File: src/rtl/mcu_datapath_pkg.sv
// Shared constants for the mcu datapath: widths, ALU operation codes,
// APSR bit positions and the RAM-clear state encoding.
package mcu_datapath_pkg;

  localparam int MCU_DATA_WIDTH = 8;
  localparam int MCU_ADDR_WIDTH = 8;
  localparam int MCU_FLAG_WIDTH = 4;
  localparam int MCU_OP_WIDTH   = 3;

  // ALU operation selector codes
  typedef enum logic [MCU_OP_WIDTH-1:0] {
    ALU_PASSB = 3'b000,
    ALU_ADD   = 3'b001,
    ALU_SUB   = 3'b010,
    ALU_AND   = 3'b011,
    ALU_OR    = 3'b100,
    ALU_XOR   = 3'b101,
    ALU_LDI   = 3'b110,
    ALU_NOP   = 3'b111
  } alu_op_e;

  // APSR bit indices, {N,Z,C,V} from bit3 down to bit0
  localparam int FLAG_N = 3;
  localparam int FLAG_Z = 2;
  localparam int FLAG_C = 1;
  localparam int FLAG_V = 0;

  // Post-reset RAM clear sequencer states
  typedef enum logic [1:0] {
    CLR_IDLE  = 2'b00,
    CLR_CLEAR = 2'b01,
    CLR_READY = 2'b10
  } clr_state_e;

endpackage

File: src/rtl/mcu_dp_ram.sv
// Data RAM for the mcu datapath: 2**ADDR_WIDTH x DATA_WIDTH,
// synchronous write, asynchronous read on a single address port.
module mcu_dp_ram #(
  parameter int DATA_WIDTH = 8,
  parameter int ADDR_WIDTH = 8
) (
  input  logic                  clk,
  input  logic                  i_we,
  input  logic [ADDR_WIDTH-1:0] i_addr,
  input  logic [DATA_WIDTH-1:0] i_wdata,
  output logic [DATA_WIDTH-1:0] o_rdata
);

  logic [DATA_WIDTH-1:0] r_mem [2**ADDR_WIDTH];

  // Write port
  // NOTE: the array has no reset branch so it maps onto plain RAM; contents are undefined until written.
  always_ff @(posedge clk) begin
    if (i_we) r_mem[i_addr] <= i_wdata;
  end

  assign o_rdata = r_mem[i_addr];

endmodule

File: src/rtl/mcu_datapath.sv
// mcu_datapath: execution datapath driven by the mcu control unit.
// Holds PC, immediate/address register, opcode, accumulator, data RAM and APSR.
// Optional feature macro: MCU_DATAPATH_RAM_CLEAR_EN -- after reset, zero the
// whole RAM (one word per cycle) while dp_ready is low and strobes are ignored.
module mcu_datapath
  import mcu_datapath_pkg::*;
#(
  parameter int DATA_WIDTH = MCU_DATA_WIDTH,
  parameter int ADDR_WIDTH = MCU_ADDR_WIDTH,
  parameter int FLAG_WIDTH = MCU_FLAG_WIDTH,
  parameter int OP_WIDTH   = MCU_OP_WIDTH
) (
  input  logic                  clk,
  input  logic                  rst,
  input  logic [DATA_WIDTH-1:0] imem_data,
  input  logic                  ram_write,
  input  logic                  imm_update,
  input  logic                  pc_count,
  input  logic                  pc_load,
  input  logic                  psr_update,
  input  logic                  opcode_update,
  input  logic [OP_WIDTH-1:0]   alu_operation,
  input  logic                  acc_update,
  output logic [ADDR_WIDTH-1:0] imem_addr,
  output logic [DATA_WIDTH-1:0] opcode,
  output logic [DATA_WIDTH-1:0] acc,
  output logic [FLAG_WIDTH-1:0] apsr,
  output logic                  dp_ready
);

  localparam int MSB = DATA_WIDTH - 1;

  logic [ADDR_WIDTH-1:0] r_pc;
  logic [DATA_WIDTH-1:0] r_imm;
  logic [DATA_WIDTH-1:0] r_opcode;
  logic [DATA_WIDTH-1:0] r_acc;
  logic [FLAG_WIDTH-1:0] r_apsr;

  logic                  w_ready;
  logic                  w_clearing;
  logic [ADDR_WIDTH-1:0] w_clr_addr;
  logic [ADDR_WIDTH-1:0] w_imm_addr;
  logic                  w_ram_we;
  logic [ADDR_WIDTH-1:0] w_ram_addr;
  logic [DATA_WIDTH-1:0] w_ram_wdata;
  logic [DATA_WIDTH-1:0] w_ram_rdata;

  logic [DATA_WIDTH-1:0] w_result;
  logic [DATA_WIDTH:0]   w_sum;
  logic [DATA_WIDTH:0]   w_diff;
  logic [FLAG_WIDTH-1:0] w_flags;

  assign w_imm_addr = r_imm[ADDR_WIDTH-1:0];

`ifdef MCU_DATAPATH_RAM_CLEAR_EN
  clr_state_e            r_clr_state;
  clr_state_e            w_clr_state_next;
  logic [ADDR_WIDTH-1:0] r_clr_addr;

  // Clear sequencer state register; reset holds it in IDLE
  always_ff @(posedge clk) begin
    if (rst) r_clr_state <= CLR_IDLE;
    else     r_clr_state <= w_clr_state_next;
  end

  // Clear address walks 0..2**ADDR_WIDTH-1 while in CLEAR; reset restarts it
  always_ff @(posedge clk) begin
    if (rst)                          r_clr_addr <= '0;
    else if (r_clr_state == CLR_CLEAR) r_clr_addr <= r_clr_addr + 1'b1;
  end

  // Next-state logic: leave CLEAR after the last address has been written
  always_comb begin
    w_clr_state_next = r_clr_state;
    case (r_clr_state)
      CLR_IDLE:  w_clr_state_next = CLR_CLEAR;
      CLR_CLEAR: if (r_clr_addr == '1) w_clr_state_next = CLR_READY;
      CLR_READY: w_clr_state_next = CLR_READY;
      default:   w_clr_state_next = CLR_IDLE;
    endcase
  end

  // Sequencer outputs
  always_comb begin
    w_ready    = (r_clr_state == CLR_READY);
    w_clearing = (r_clr_state == CLR_CLEAR);
    w_clr_addr = r_clr_addr;
  end
`else
  logic r_ready;

  // Ready goes high on the first edge after reset is released
  always_ff @(posedge clk) begin
    if (rst) r_ready <= 1'b0;
    else     r_ready <= 1'b1;
  end

  assign w_ready    = r_ready;
  assign w_clearing = 1'b0;
  assign w_clr_addr = '0;
`endif

  // RAM port: the clear sequencer owns it while clearing, otherwise imm_q addresses it
  assign w_ram_we    = w_clearing | (ram_write & w_ready);
  assign w_ram_addr  = w_clearing ? w_clr_addr : w_imm_addr;
  assign w_ram_wdata = w_clearing ? '0 : r_acc;

  mcu_dp_ram #(
    .DATA_WIDTH (DATA_WIDTH),
    .ADDR_WIDTH (ADDR_WIDTH)
  ) u_ram (
    .clk     (clk),
    .i_we    (w_ram_we),
    .i_addr  (w_ram_addr),
    .i_wdata (w_ram_wdata),
    .o_rdata (w_ram_rdata)
  );

  // ALU and flag generation: A=acc, B=RAM[imm_q]; C/V hold unless ADD/SUB
  // NOTE: every output gets a default first so no path leaves a value unassigned (no latch).
  always_comb begin
    w_result        = r_acc;
    w_sum           = {1'b0, r_acc} + {1'b0, w_ram_rdata};
    w_diff          = {1'b0, r_acc} - {1'b0, w_ram_rdata};
    w_flags         = r_apsr;
    case (alu_op_e'(alu_operation))
      ALU_PASSB: w_result = w_ram_rdata;
      ALU_ADD: begin
        w_result        = w_sum[MSB:0];
        w_flags[FLAG_C] = w_sum[DATA_WIDTH];
        w_flags[FLAG_V] = (r_acc[MSB] == w_ram_rdata[MSB]) && (w_sum[MSB] != r_acc[MSB]);
      end
      ALU_SUB: begin
        w_result        = w_diff[MSB:0];
        w_flags[FLAG_C] = ~w_diff[DATA_WIDTH];
        w_flags[FLAG_V] = (r_acc[MSB] != w_ram_rdata[MSB]) && (w_diff[MSB] != r_acc[MSB]);
      end
      ALU_AND: w_result = r_acc & w_ram_rdata;
      ALU_OR:  w_result = r_acc | w_ram_rdata;
      ALU_XOR: w_result = r_acc ^ w_ram_rdata;
      ALU_LDI: w_result = r_imm;
      default: w_result = r_acc;
    endcase
    w_flags[FLAG_N] = w_result[MSB];
    w_flags[FLAG_Z] = (w_result == '0);
  end

  // Architectural registers; strobes take effect only while ready
  // NOTE: non-blocking assignments make every register read its pre-edge value, which gives the same-cycle hazard behaviour.
  always_ff @(posedge clk) begin
    if (rst) begin
      r_pc     <= '0;
      r_imm    <= '0;
      r_opcode <= '0;
      r_acc    <= '0;
      r_apsr   <= '0;
    end else if (w_ready) begin
      if (pc_load)       r_pc     <= w_imm_addr;
      else if (pc_count) r_pc     <= r_pc + 1'b1;
      if (imm_update)    r_imm    <= imem_data;
      if (opcode_update) r_opcode <= imem_data;
      if (acc_update)    r_acc    <= w_result;
      if (psr_update)    r_apsr   <= w_flags;
    end
  end

  assign imem_addr = r_pc;
  assign opcode    = r_opcode;
  assign acc       = r_acc;
  assign apsr      = r_apsr;
  assign dp_ready  = w_ready;

endmodule

File: config.mk
export PLATFORM = sky130hd
export DESIGN_NAME = mcu_datapath
export DESIGN_NICKNAME = d
export VERILOG_FILES = /design/src/rtl/mcu_datapath_pkg.sv /design/src/rtl/mcu_dp_ram.sv /design/src/rtl/mcu_datapath.sv
export SDC_FILE = /design/constraint.sdc
export NUM_CORES = 2
export LEC_CHECK = 0
export ABC_AREA = 1
export ABC_CLOCK_PERIOD_IN_PS = 6600
export CAP_MARGIN = 20
export CELL_PAD_IN_SITES_DETAIL_PLACEMENT = 1
export CELL_PAD_IN_SITES_GLOBAL_PLACEMENT = 1
export CORE_MARGIN = 2
export CORE_UTILIZATION = 45
export CTS_CLUSTER_SIZE = 28
export DETAILED_ROUTE_END_ITERATION = 7
export PLACE_DENSITY_LB_ADDON = 0.1
export SYNTH_ARGS = -nofsm -noshare
export SYNTH_HDL_FRONTEND = slang
export SYNTH_HIERARCHICAL = 1
export SYNTH_SLANG_ARGS = --single-unit
File: constraint.sdc
create_clock -name clk -period 6.6 [get_ports clk]
set_clock_uncertainty 0.15 [all_clocks]
set_input_delay 1.65 -clock clk [delete_from_list [all_inputs] [get_ports clk]]
set_output_delay 1.65 -clock clk [all_outputs]
set_load 0.02 [all_outputs]
### Word level (Yosys, flattened, before mapping)

Memory sizes are Yosys's and may differ from the RTL's. A register that Yosys moved wholly into a read port is not among the register bits.
Cells that the tools add are included.

* add/sub/neg operators: 3
* equal/unequal tests: 10
* mux-type cells: 9
* bitwise operators: 5
* reduce and logical (&&, ||, !) cells: 12

Operator list (number)
* case mux 8 bit (7 select lines): 1
* 2-to-1 mux 8 bit: 4
* AND reduction 2 bit: 5
* adder 8 x 8 -> 9 bit: 1
* equality test 3 bit, second input constant: 3
* subtractor 8 x 8 -> 9 bit: 1
* adder 8 x 1 -> 8 bit, second input constant: 1
* AND 8 bit: 1
* zero test 8 bit: 1
* OR 8 bit: 1
* XOR 8 bit: 1
* equality test 3 x 2 -> 1 bit, second input constant: 2
* case mux 2 bit (2 select lines): 1
* nonzero test 2 bit: 2
* equality test 3 x 1 -> 1 bit, second input constant: 1
* zero test 3 bit: 1
* 2-to-1 mux 1 bit: 3
* inequality test 1 bit: 3
* AND reduction 3 bit: 1
* logical AND 1 bit: 2
* AND 1 bit: 1
* equality test 1 bit: 1
* inverter 1 bit: 1

* register bits after elaboration: 37
* bits in writable memories: 2048
* output and inout port bits: 29
* logic and storage cells: 47
* memories: 1

Memories
* u_ram.r_mem: words 256, bits a word 8, rd ports 1, clocked after memory_dff 1, wr ports 1, RTL line mcu_dp_ram.sv:14 `logic [DATA_WIDTH-1:0] r_mem [2**ADDR_WIDTH];`

### Depth between registers and ports, before layout

* depth after elaboration: 4
* mapped depth: 31
* mapped depth without buffers: 28

### Hierarchy

Netlist, hierarchy kept.

Modules (own cells, without submodules)
* mcu_dp_ram: times used 1, cells each 8013, area each 84696.2 um^2, seq. area each 61499.0 um^2
* mcu_datapath: times used 1, cells each 472, area each 2904.0 um^2, seq. area each 740.7 um^2

### Worst setup path after synthesis

OpenSTA, ideal clock, no wires.

* kind: reg2reg
* from: register r_acc[1], in the netlist acc[1]
* to: register r_apsr[0], in the netlist apsr[0]
* setup time: 0.115 ns
* data arrival time: 5.589 ns
* data required time: 6.335 ns
* slack: 0.745 ns
* cell stages (with the launch flop): 13
* clock period less this slack: 5.855 ns
* path through: dfxtp_1 -> inv_1 -> ha_1 -> nor2_1 -> nand2_1 -> nand2_1 -> nand3_1 -> nand2_1 -> nand2_1 -> nand4_1 -> nand2_1 -> o21ai_0 -> inv_1

* cells in the longest elaborated chain, start to end: 4
* elaborated cells between the ends (all ways): 7
* those cells by class: add/sub (2); eq/ne (2); mux (1); reduce/logical (2)

Ends and longest elaborated chain
* start: declaration: RTL line mcu_datapath.sv:36 `logic [DATA_WIDTH-1:0] r_acc;`
* start signal: assignment: RTL line mcu_datapath.sv:162 `if (acc_update) r_acc <= w_result;`
* subtractor 8 x 8 -> 9 bit or adder 8 x 8 -> 9 bit (tied branches): RTL line mcu_datapath.sv:124, mcu_datapath.sv:123
* inequality test 1 bit, on equally long branches: RTL line mcu_datapath.sv:136, mcu_datapath.sv:131
* logical AND 1 bit, on equally long branches: RTL line mcu_datapath.sv:136, mcu_datapath.sv:131
* case mux 2 bit (2 select lines) *: RTL line mcu_datapath.sv:126 `case (alu_op_e'(alu_operation))`
* end signal: assignment: RTL line mcu_datapath.sv:163 `if (psr_update) r_apsr <= w_flags;`
* end: declaration: RTL line mcu_datapath.sv:37 `logic [FLAG_WIDTH-1:0] r_apsr;`

Mark *: on every way between the ends. The rest lies on a longest branch, timed or not.
A chain may end at the register's enable or synchronous reset.

==> impl_metrics.toml <==
[drt]
vias = 61044
drc_errors = 0
vias_per_cell = 5.46
wl_per_cell_um = 24.2
wirelength_um = 270000
antenna_left = 0
drtIter0Drc = 5712
first_pass_iters = 5

[yosys]
yosys.area_share.xor_xnor_pct = 0.0200
synth-compound-area-share_pct = 1.63
synth_top_family_by_area = "simple AND/OR/NAND/NOR gates"
syn-cell-area_um2 = 87600
yosys.area_share.simple_pct = 24.2
synth_cell_types = 35
synth-edff-count = 2048
ys_seq_area_share_pct = 71.0
synth.area.mux_share_pct = 0
synthFlopType = "edfxtp_1"
synth.net_count = 8532
syn_area_per_cell_um2 = 10.3
syn_inst = 8485
yosysWarnings = 6
synthAdderAreaFrac_pct = 0.403
synth-async-reset-ratio_pct = 0
ys_seq_elements = 2085

[layout]
syn2layout_area_growth_pct = 11.4
final_cell_count_no_fill = 11180
final_nets = 8517
layout-drive-gt1-share_pct = 5.39

[power]
seq_power_share_pct = 51.3
leakage_nw = 39.0
clock_power_share_pct = 40.8
combPwrFrac_pct = 8.0
p_int_w = 0.0217
p_sw_w = 0.00704
vdd_drop_max_mv = 0.214
power_switching_share_pct = 24.5
power.density_nw_per_um2 = 294

[worst_setup_path]
required_ps = 7200
crit_path_frequent_cell = "nand2_1"
crit_arrival_ps = 6270
cp.depth = 24
crit_path_top_delay_cell = "dfxtp_1"
cp-start-kind = "flop"
crit_start = "r_imm[2]$_SDFFE_PP0P_"
crit_buf_inv = 6
end_kind = "flop"
r2r-start = "r_imm[2]$_SDFFE_PP0P_"
critical_path_class = "reg -> reg"
rr_worst_depth = 24
path_cells = "inv_1 -> nand2_1 -> inv_4 -> buf_4 -> nand2_1 -> nand2_1 -> o21ai_0 -> nand2_1 -> nor2_1 -> nor2_1 -> nor2_1 -> nand2_1 -> inv_1 -> ha_1 -> inv_1 -> nand2_1 -> nand3_1 -> nand2_1 -> a21oi_1 -> nor2_1 -> nor3_1 -> nor2_1 -> o21ai_0 -> inv_1"
crit_family = "simple AND/OR/NAND/NOR gates"
crit_path_max_incr_delay_ps = 640
path_max_fanout = 61

[grt]
grt_max_degree = 186
grt_pass1_vias = 62006
grt_usage_pct = 27.1
grt.overflow.total = 0
grt_pass1_wl_um = 403000
antenna_found_initial = 16

[die]
ios = 49
initial_utilization_pct = 45.4
num_rows = 161
core_area_um2 = 193000
die_w_um = 445
die_area_um2 = 198000
dieHeight_um = 445

[timing]
worst_pin_slew_ps = 1140
tns_ps = 0
period_share_pct = 85.9
rsz0062_at_grt = "no"
hold_violations = 0
relSlewSlack_pct = 24.3
period_minus_slack_ps = 5670
setup_viol = 0
fmaxAchievable_mhz = 176
drv_slew = 0

[worst_hold_path]
min_path_type = "reg -> reg"
holdCritStartpoint = "imem_addr[6]$_SDFFE_PP0P_"
min_path_cells = 2

[cts]
htreeDepth = 4
root_buffer = "clkbuf_16"
ctsResizeCount = 0
cts_tree = "yes"
clockBufferDepth = 3
cts_buffers = 218
cts.reportedPaths.clkPinSlew_ps = 60
numClockSinks = 2085
cts.hold.buffers_added = 0
clk_latency_ps = 880
post_cts_buffers = 0

[status]
status = "finished clean"

[placed_design]
port_buffers = 48
dp.cells = 10776
gp_congestion = 0.867
dp_hpwl_um = 159000

[run]
max_cap_violations = 0
==> layer usage <==
metal,wire length (um),up-vias,GRT usage [%]
li1,-,27840,-
met3,15200,341,3.26
met4,7490,2,7.81
met2,126000,1727,43.5
met5,13,-,0
met1,122000,31134,39.1
==> flip-flops by register name, indices dropped and copies added (netlist names) <==
signal and cells:
acc 8, apsr 4, dp_ready 1, imem_addr 8, opcode 8, r_imm 8
u_ram/r_mem 2048
==> synthesized netlist by cell type (15+ instances only) <==
cell type     n  area [um^2]
nand3_1     228         1140
inv_1        96          360
buf_1        52          195
nor2_1      435         1630
dfxtp_1      37          741
nand2_1    4872        18300
ha_1         25          313
o21ai_0      81          405
edfxtp_1   2048        61500
o21ai_1     119          596
nand4_1      15         93.8
a21oi_1      61          305
buf_2       189          946
clkbuf_1    177          664
==> power by group through the flow <==
stage | Clock [W] | Combinational, W | Sequential [W]
after floorplan | 0 | 0.00119 | 0.0152
after global placement | 0 | 0.00224 | 0.0150
after detailed placement | 0 | 0.00228 | 0.0150
after CTS | 0.0119 | 0.00229 | 0.0147
after global routing | 0.0124 | 0.00251 | 0.0147
final | 0.0117 | 0.00230 | 0.0147
==> tightest hold or removal path, delay by kind of cell, from the launching register on <==
kind,cells,cell delay [ps]
flops,1,320
simple gates,1,60
compound gates,1,50
==> placed cells by master, fill, tap and decap left out, types with 48 or more instances in the layout <==
cell type | Yosys | layout
a21oi_1 | 61 | 61
nand3_1 | 228 | 228
o21ai_1 | 119 | 119
inv_1 | 96 | 93
nand2_1 | 4872 | 4857
clkdlybuf4s50_1 | 0 | 48
buf_4 | 7 | 122
edfxtp_1 | 2048 | 2048
o21ai_0 | 81 | 81
clkbuf_1 | 177 | 60
clkinv_1 | 0 | 66
clkbuf_16 | 0 | 218
nor2_1 | 435 | 430
==> final timing paths <==
path,to,slack [ps]
worst max-delay path,apsr[1]$_SDFFE_PP0P_,930
worst min register to register,imem_addr[6]$_SDFFE_PP0P_,330
worst max register to register,apsr[1]$_SDFFE_PP0P_,930
worst min-delay path,imem_addr[6]$_SDFFE_PP0P_,330
==> layout make-up <==
cell class,count,area [um^2]
antenna,2,5.00
fill,20874,95400
tap,2526,3160
inverter,101,413
sequential,2085,62300
timing repair buffer,197,1940
clock inverter,124,1030
multi-input combinational,5867,23100
clock buffer,278,5680
==> stage by stage <==
step | util, % | cell area, um^2 | setup WS, ps | total power (W) | hold WS, ps
floorplan | - | 87600 | 745 | 0.0164 | 327
global route | 50.6 | 97600 | 686 | 0.0297 | 360
detailed placement | 47.1 | 90900 | 1030 | 0.0173 | 331
finish | 50.6 | 97600 | 930 | 0.0287 | 334
CTS | 50.6 | 97600 | 983 | 0.0290 | 343
global placement | 47.1 | 90900 | 1070 | 0.0172 | 316
==> cell families after synthesis <==
| family | count (synthesis) |
|---|---|
| flops | 2085 |
| simple gates | 5561 |
| fa+ha+maj | 27 |
| buf+inv | 533 |
| xor+xnor | 2 |
| compound gates | 277 |
Power figures use the tool's default switching activity.
